**src/rtl/ecc_pkg.sv**
```systemverilog
// ecc_pkg: shared (32,26) SECDED constants, bit map and syndrome helpers.
// Used by the read-side decoder and the write-side encoder.
package ecc_pkg;
  localparam int CW = 32;
  localparam int DW = 26;
  localparam logic [4:0] CHK_POS [5] = '{5'd1, 5'd2, 5'd4, 5'd8, 5'd16};
  localparam logic [4:0] DATA_POS [DW] = '{
    5'd3,  5'd5,  5'd6,  5'd7,  5'd9,  5'd10, 5'd11, 5'd12, 5'd13,
    5'd14, 5'd15, 5'd17, 5'd18, 5'd19, 5'd20, 5'd21, 5'd22, 5'd23,
    5'd24, 5'd25, 5'd26, 5'd27, 5'd28, 5'd29, 5'd30, 5'd31};
  // {overall parity, syndrome}; syndrome is the XOR of the Hamming indices of set bits 0..30
  function automatic logic [5:0] syn_par(input logic [CW-1:0] w);
    logic [4:0] s;
    s = '0;
    for (int p = 1; p < CW; p++) if (w[p-1]) s ^= 5'(p);
    return {^w, s};
  endfunction
  function automatic logic [CW-1:0] encode(input logic [DW-1:0] d);
    logic [CW-1:0] w;
    logic [4:0] s;
    w = '0;
    for (int i = 0; i < DW; i++) w[DATA_POS[i] - 5'd1] = d[i];
    s = syn_par(w) [4:0];
    // each check position contributes to exactly one syndrome bit
    for (int k = 0; k < 5; k++) w[CHK_POS[k] - 5'd1] = s[k];
    w[CW-1] = ^w[CW-2:0];
    return w;
  endfunction
endpackage

```
**src/rtl/secded_dec_32_26.sv**
```systemverilog
// secded_dec_32_26: combinational SECDED decoder for the (32,26) codeword.
// i_word: codeword; o_data: corrected (raw on DED) data; o_sec/o_ded: error flags.
module secded_dec_32_26
  import ecc_pkg::*;
(
  input  logic [CW-1:0] i_word,
  output logic [DW-1:0] o_data,
  output logic          o_sec,
  output logic          o_ded
);
  logic [5:0] w_sp;
  assign w_sp = syn_par(i_word);
  assign o_sec = w_sp[5];
  assign o_ded = ~w_sp[5] & (|w_sp[4:0]);
  // a data bit flips only when odd parity points its syndrome at it; s=0 means bit 31
  for (genvar i = 0; i < DW; i++) begin : g_bit
    assign o_data[i] = i_word[DATA_POS[i] - 5'd1] ^ (w_sp[5] && (w_sp[4:0] == DATA_POS[i]));
  end
endmodule

```
**src/rtl/ecc_rd_ctrl.sv**
```systemverilog
// ecc_rd_ctrl: read initiator + SECDED decode for the 1024x32 ECC SRAM port 1.
// Request port req_valid/req_ready/req_addr drives A1/CSB1/OEB1; O1 is decoded
// into the rsp_valid/rsp_ready response register (rsp_data/addr/sec/ded).
// ECC_ERR_CNT_EN enables saturating sec_cnt/ded_cnt with err_clr; otherwise tied to 0.
module ecc_rd_ctrl
  import ecc_pkg::*;
#(
  parameter int ADDR_W = 10,
  parameter int CNT_W  = 16
) (
  input  logic              clk,
  input  logic              rst,
  input  logic              req_valid,
  output logic              req_ready,
  input  logic [ADDR_W-1:0] req_addr,
  output logic [ADDR_W-1:0] A1,
  output logic              CSB1,
  output logic              OEB1,
  input  logic [CW-1:0]     O1,
  output logic              rsp_valid,
  input  logic              rsp_ready,
  output logic [DW-1:0]     rsp_data,
  output logic [ADDR_W-1:0] rsp_addr,
  output logic              rsp_sec,
  output logic              rsp_ded,
  input  logic              err_clr,
  output logic [CNT_W-1:0]  sec_cnt,
  output logic [CNT_W-1:0]  ded_cnt
);
  logic              r_pend, r_full, r_sec, r_ded;
  logic [ADDR_W-1:0] r_pend_addr, r_addr;
  logic [DW-1:0]     r_data, w_data;
  logic              w_sec, w_ded, w_acc, w_load;
  secded_dec_32_26 u_dec (.i_word(O1), .o_data(w_data), .o_sec(w_sec), .o_ded(w_ded));
  assign req_ready = ~rst & (~r_full | rsp_ready);
  assign w_acc     = req_valid & req_ready;
  // select is combinational so the macro samples on the accepting edge
  assign CSB1      = ~w_acc;
  assign A1        = req_addr;
  assign OEB1      = 1'b0;
  assign w_load    = r_pend & (~r_full | rsp_ready);
  assign rsp_valid = r_full;
  assign rsp_data  = r_data;
  assign rsp_addr  = r_addr;
  assign rsp_sec   = r_sec;
  assign rsp_ded   = r_ded;
  always_ff @(posedge clk) begin
    if (rst) begin
      r_pend      <= 1'b0;
      r_pend_addr <= '0;
      r_full      <= 1'b0;
      r_data      <= '0;
      r_addr      <= '0;
      r_sec       <= 1'b0;
      r_ded       <= 1'b0;
    end else begin
      if (w_load) begin
        r_full <= 1'b1;
        r_data <= w_data;
        r_addr <= r_pend_addr;
        r_sec  <= w_sec;
        r_ded  <= w_ded;
      end else if (r_full & rsp_ready) r_full <= 1'b0;
      // while stalled in PEND_FULL no read issues, so O1 keeps the pending word
      if (w_acc) begin
        r_pend      <= 1'b1;
        r_pend_addr <= req_addr;
      end else if (w_load) r_pend <= 1'b0;
    end
  end
`ifdef ECC_ERR_CNT_EN
  logic [CNT_W-1:0] r_sec_cnt, r_ded_cnt;
  always_ff @(posedge clk) begin
    if (rst | err_clr) begin
      r_sec_cnt <= '0;
      r_ded_cnt <= '0;
    end else if (w_load) begin
      if (w_sec && !(&r_sec_cnt)) r_sec_cnt <= r_sec_cnt + CNT_W'(1);
      if (w_ded && !(&r_ded_cnt)) r_ded_cnt <= r_ded_cnt + CNT_W'(1);
    end
  end
  assign sec_cnt = r_sec_cnt;
  assign ded_cnt = r_ded_cnt;
`else
  logic w_unused_clr;
  assign w_unused_clr = err_clr;
  assign sec_cnt = '0;
  assign ded_cnt = '0;
`endif
endmodule

```
**config.mk**
```make
export PLATFORM = sky130hd
export DESIGN_NAME = ecc_rd_ctrl
export DESIGN_NICKNAME = d
export VERILOG_FILES = /design/src/rtl/ecc_pkg.sv /design/src/rtl/secded_dec_32_26.sv /design/src/rtl/ecc_rd_ctrl.sv
export SDC_FILE = /design/constraint.sdc
export NUM_CORES = 1
export LEC_CHECK = 0
export BUFFER_PORTS_ARGS = -buffer_cell sky130_fd_sc_hd__buf_2
export CAP_MARGIN = 30
export CORE_MARGIN = 2
export CORE_UTILIZATION = 50
export DETAILED_ROUTE_END_ITERATION = 8
export GPL_TIMING_DRIVEN = 1
export HOLD_SLACK_MARGIN = 0.08
export PLACE_DENSITY = 0.93
export SLEW_MARGIN = 0
export SYNTH_ARGS = -nofsm -noshare
export SYNTH_HDL_FRONTEND = slang
export SYNTH_SLANG_ARGS = --single-unit
export TNS_END_PERCENT = 100
```
**constraint.sdc**
```tcl
create_clock -name clk -period 4 [get_ports clk]
set_input_delay 0.4 -clock clk [delete_from_list [all_inputs] [get_ports clk]]
set_output_delay 0.4 -clock clk [all_outputs]
set_load 0.03 [all_outputs]
```
; ---- Word level (Yosys, flattened, before mapping)
; Index checks and enable logic that the tools add are counted.
[word_totals]
wordCells = 164
latch_bits = 0
mem_count = 0
inputBits = 47
register_bits = 50
mem_bits_rw = 0
romBits = 0
[op_classes]
reduce_logical = 30
eq_ne = 26
shift = 0
n_lt_le_gt_ge = 0
mux = 35
n_div = 0
bitwise_logic = 66
mul = 0
add_sub_neg = 0
[op_table]
columns = cell, n
row1 = $mux 5, 16
row2 = $eq 5x5->1 const B, 15
row3 = $eq 5x4->1 const B, 7
row4 = $mux 4, 8
row5 = $reduce_xor 32->1, 1
row6 = $not 3->3, 10
row7 = $logic_and 1x1->1, 26
row8 = $xor 1x1->1, 26
row9 = $not 2->2, 10
row10 = $not 4->4, 5
row11 = $eq 5x3->1 const B, 3
row12 = $mux 3, 4
row13 = $and 1x1->1, 5
row14 = $eq 5x2->1 const B, 1
row15 = $mux 1, 5
row16 = $not 5->5, 1
row17 = $reduce_or 5->1, 1
row18 = $mux 2, 2
row19 = $not 1->1, 4
row20 = $not 1->1 const A, 4
row21 = $reduce_bool 2->1, 2
row22 = $or 1x1->1, 1

; ---- Longest topological paths before layout
[depth]
depth_word = 60
depth_mapped = 8

; ---- Modules after synthesis
; A second synthesis with hierarchy kept.
[unflattened]
cells_unflattened = 397
hier_area_um2 = 3367.0
[modules_own_cells]
columns = module, cells_per_inst, area_each_um2, n_inst
row1 = ecc_rd_ctrl, 276, 2287.2, 1
row2 = secded_dec_32_26, 121, 1079.8, 1

; ---- Worst setup path after synthesis
; No wires, ideal clock.
[synth_path]
kind = input -> register
start = input O1[6]
end = register r_data[10] (netlist: rsp_data[10])
setup_ns = 0.091
cell_stages = 7
arrival_ns = 2.971
path_buffers = 1
setup_slack_ns = 0.938
path_cell_list = xnor3_1 -> xnor3_2 -> xnor3_2 -> or4_1 -> buf_2 -> or4_1 -> a311oi_1
[synth_via]
elab_chain_len = 40
elab_cells_between_ends = 50
cone_classes = eq/ne (1) / mux (25) / bitwise (22) / reduce/logical (2)
[synth_lines]
columns = element, line
row1 = from (decl), ecc_rd_ctrl.sv:19  ; input logic [CW-1:0] O1,
row2 = $mux 3, ecc_pkg.sv:15  ; for (int p = 1; p < CW; p++) if (w[p-1]) s ^= 5'(p);
row3 = $mux 4, ecc_pkg.sv:15
row4 = $not 2->2 (no line) or $mux 4 (tied branches), -
row5 = $mux 4 or $not 2->2 (tied branches), -
row6 = $mux 4, ecc_pkg.sv:15
row7 = $not 3->3 (no line) or $not 2->2 (tied branches), -
row8 = $mux 4, ecc_pkg.sv:15
row9 = $mux 4 or $not 3->3 (tied branches), -
row10 = [... 24 more ...], -
row11 = $not 4->4 (no line) or $mux 5 (tied branches), -
row12 = $mux 5 or $not 4->4 (tied branches), -
row13 = $mux 5, ecc_pkg.sv:15
row14 = $not 5->5 (no line), -
row15 = $mux 5, ecc_pkg.sv:15
row16 = $eq 5x4->1, secded_dec_32_26.sv:17  ; assign o_data[i] = i_word[DATA_POS[i] - 5'd1] ^ (w_sp[5] && (w_sp[4:0] == DATA_POS[i]));
row17 = $logic_and 1x1->1 (*), secded_dec_32_26.sv:17
row18 = $xor 1x1->1 (*), secded_dec_32_26.sv:17
row19 = to (signal assigned), ecc_rd_ctrl.sv:59  ; r_data <= w_data;
row20 = to (decl), ecc_rd_ctrl.sv:32  ; logic [DW-1:0] r_data, w_data;
; Mark *: on every way between the ends. The rest lies on a longest branch, timed or not.
; A chain may end at the register's enable or synchronous reset.

; ---- Worst setup path after layout
[layout_path]
start = input O1[6]
end = register r_data[6] (netlist: rsp_data[6])
; Same word-level chain as after synthesis.

==> flow_metrics.py <==
metrics = {
    "run_status": {
        "outcome": "finished clean",
    },
    "synth": {
        "syn_area_per_cell_um2": 9.10,
        "synth_xor_area_share_pct": 23.3,
        "yosys-top-cells-area": "dfxtp_1, xnor3_1, buf_4, a311oi_1, or4_1",
        "syn_area_um2": 3370,
        "synth_cells": 370,
        "synth_largest_area_cell": "dfxtp_1",
        "yosys_warnings": 0,
        "ys_types": 26,
        "synth_compound_area_share_pct": 14.7,
        "synth.top_cell.area_share_pct": 29.7,
        "yosysSeqAreaShare_pct": 29.7,
        "synth_fa_ha_area_share_pct": 0,
        "synth_mux_area_share_pct": 0,
        "synth-seq-cells": 50,
        "synth-simple-area-share_pct": 19.2,
        "synth_top_family_by_area": "XOR/XNOR gates",
    },
    "final_layout": {
        "multiInputGateArea_um2": 2050,
        "final_nets": 486,
        "seq_area_um2": 1000,
        "num_antenna_cells": 0,
        "final_cells": 517,
        "fillerInstances": 585,
        "final_area_um2": 3780,
        "utilization_pct": 58.8,
        "area_delta_synth_final_pct": 12.2,
        "drive_above_1_share_pct": 25.5,
    },
    "power_and_ir_drop": {
        "power_frac_seq_pct": 29.6,
        "power_mw": 1.87,
        "p_int_mw": 1.01,
        "p_leak_nw": 1.70,
        "switching_share_pct": 45.8,
        "p_clk_share_pct": 16.1,
        "p_switching_mw": 0.857,
        "p_comb_share_pct": 54.3,
        "vdd_drop_max_uv": 302,
        "pwr_density_cell_nw_per_um2": 495,
    },
    "min_path": {
        "hold_path.class": "in2reg",
        "worstHoldStart": "req_addr[8]",
        "whs_path_depth": 3,
        "holdPathEnd": "r_pend_addr[8]",
    },
    "routing": {
        "drtPass1Iterations": 4,
        "wl_per_cell_um": 14.8,
        "vias_per_cell": 5.54,
        "ant_nets": 0,
        "drtIter0Drc": 104,
        "via_count": 2864,
        "drc": 0,
        "drt_wl_total_mm": 7.65,
    },
    "timing": {
        "fin_skew_ns": 0.0138,
        "max_slew.worst_pin.slew_ns": 0.944,
        "max_freq_mhz": 330,
        "hold_viol_final": 0,
        "slew_violations": 0,
        "slew_headroom_pct": 37.1,
        "finalSetupViolations": 0,
        "finalCritPeriodShare_pct": 75.8,
        "fin_crit_ns": 3.03,
        "rsz0062_at_grt": "no",
        "setup_tns_ns": 0,
    },
    "clock_network": {
        "numCtsBuffers": 5,
        "post_cts_buffers": 0,
        "cts.sinks": 50,
        "cts_tree": "yes",
        "clk_pin_slew_ns": 0.10,
        "insertion_delay_ns": 0.31,
        "htree_levels": 2,
        "cts.path.max_buffers": 2,
        "hold_buffers": 0,
        "clockRootBuffer": "clkbuf_8",
        "cts_resized": 0,
    },
    "place": {
        "dp_hpwl_mm": 5.94,
        "portBuffers": 96,
        "gp_congestion": 0.870,
        "placed_area_um2": 3680,
        "dpl.cell_count": 509,
    },
    "global_routing": {
        "antenna_found_initial": 0,
        "grt_max_degree": 57,
        "gr-usage-all-layers_pct": 20.1,
        "grt_first_pass_wirelength_mm": 11.8,
        "grt_pass1_vias": 2477,
        "grt.overflow.total": 0,
    },
    "floorplan": {
        "coreArea_um2": 6420,
        "dieArea_um2": 7400,
        "io_pins": 131,
        "die_y_um": 86.0,
        "die_x_um": 86.0,
        "num_rows": 29,
        "initial_core_util_pct": 52.4,
    },
    "worst_setup_path": {
        "start_kind": "input port",
        "crit_type": "in2reg",
        "cp.arrival_ns": 3.25,
        "path_max_fanout": 8,
        "worstPathRequired_ns": 4.21,
        "r2r-end": "r_pend_addr[0]",
        "crit_buf_inv": 1,
        "r2r_cells": 6,
        "cp-end-kind": "flip-flop",
        "reg2reg_slack_ns": 2.40,
        "crit_chain": "buf_2, xnor3_1, xnor3_2, xnor3_2, or4_1, or4_1, a311oi_1",
        "crit_slowest_cell": "or4_1",
        "slowest_delay_ns": 0.65,
        "critPathLaunch": "O1[6]",
        "r2r-start": "rsp_valid",
        "path_delay_family": "XOR/XNOR gates",
    },
    "flow_run": {
        "max_cap_viol_count": 0,
    },
}
-- kinds of logic (layout without fill, tap and decap cells) --
| kind of cell | Yosys count | count (layout) |
|---|---|---|
| AND/OR/NAND/NOR | 125 | 125 |
| buffers and inverters | 73 | 111 |
| AO/OA/AOI/OAI | 65 | 65 |
| XOR/XNOR | 56 | 56 |
| flip-flops | 50 | 50 |
| other | 1 | 33 |
-- worst min-delay path, stage by stage --
cell and delay [ns]:
buf_2 0.08, nand2_1 0.04, nand2_1 0.04
-- placed cells by master (no fill, tap or decap), types with 2 or more instances in the layout --
cell / synthesis / final
a21oi_1: 11 / 11
a311oi_1: 26 / 26
buf_2: 1 / 96
buf_4: 43 / 4
clkbuf_8: 0 / 5
clkinvlp_4: 0 / 2
conb_1: 1 / 33
dfxtp_1: 50 / 50
inv_1: 2 / 2
nand2_1: 44 / 44
nand3b_1: 11 / 11
nand4_1: 4 / 4
nor2_1: 31 / 31
o31ai_1: 26 / 26
or4_1: 30 / 30
xnor2_1: 24 / 24
xnor3_1: 17 / 17
xnor3_2: 2 / 2
xor2_1: 11 / 11
xor3_1: 2 / 2
-- flip-flops by register name, summed over array words and instances (netlist names) --
signal       count
rsp_data        26
r_pend_addr     10
rsp_addr        10
r_pend           1
rsp_ded          1
rsp_sec          1
rsp_valid        1
-- through the flow --
stage | hold WS (ns) | worst slack, ns
after floorplan | 0.432 | 0.938
after global placement | 0.437 | 0.737
after detailed placement | 0.445 | 0.666
after CTS | 0.280 | 0.983
after global routing | 0.287 | 0.839
final | 0.282 | 0.967
-- cell type report --
type                       instances  share of cell area, %
clock inverter                     3                  0.629
sequential                        50                   26.5
timing repair buffer             101                   14.0
tap                               77                   2.55
multi-input combinational        279                   54.3
inverter                           2                  0.199
clock buffer                       5                   1.82
-- power by group through the flow --
stage | combinational [mW] | sequential [mW] | clock [mW]
final | 1.02 | 0.554 | 0.301
after global routing | 1.10 | 0.559 | 0.330
after global placement | 0.972 | 0.564 | 0
after detailed placement | 1.00 | 0.566 | 0
after CTS | 1.01 | 0.554 | 0.309
after floorplan | 0.754 | 0.623 | 0
-- worst max-delay path by stage --
stage | end | cells past startpoint
2_1_floorplan | rsp_data[10] | 7
3_5_place_dp | rsp_data[6] | 7
6_report | rsp_data[6] | 7
5_1_grt | rsp_data[3] | 7
4_1_cts | rsp_data[4] | 7
3_3_place_gp | rsp_data[3] | 7
-- synthesized netlist by cell type --
library cell and count:
xnor3_2 2, a21oi_1 11, xnor3_1 17, xor2_1 11, xnor2_1 24, o41ai_1 1
nor2b_1 1, conb_1 1, a311oi_1 26, nor2_1 31, or4_1 30, clkbuf_1 26
buf_4 43, o31ai_1 26, dfxtp_1 50, buf_1 1, nand4_1 4, buf_2 1
xor3_1 2, o21a_1 1, nand2_1 44, nor4_1 1, and2_1 2, nand2b_1 1
nand3b_1 11, inv_1 2
-- metal layers --
layer	global-route usage (%)	part of all wire (%)	vias to the layer above
met5	0	0	-
met4	4.76	1.0	0
met2	35.9	50	125
met3	4.62	7.9	8
met1	24.4	42	1325
li1	-	-	1406
Power figures use the tool's default switching activity.
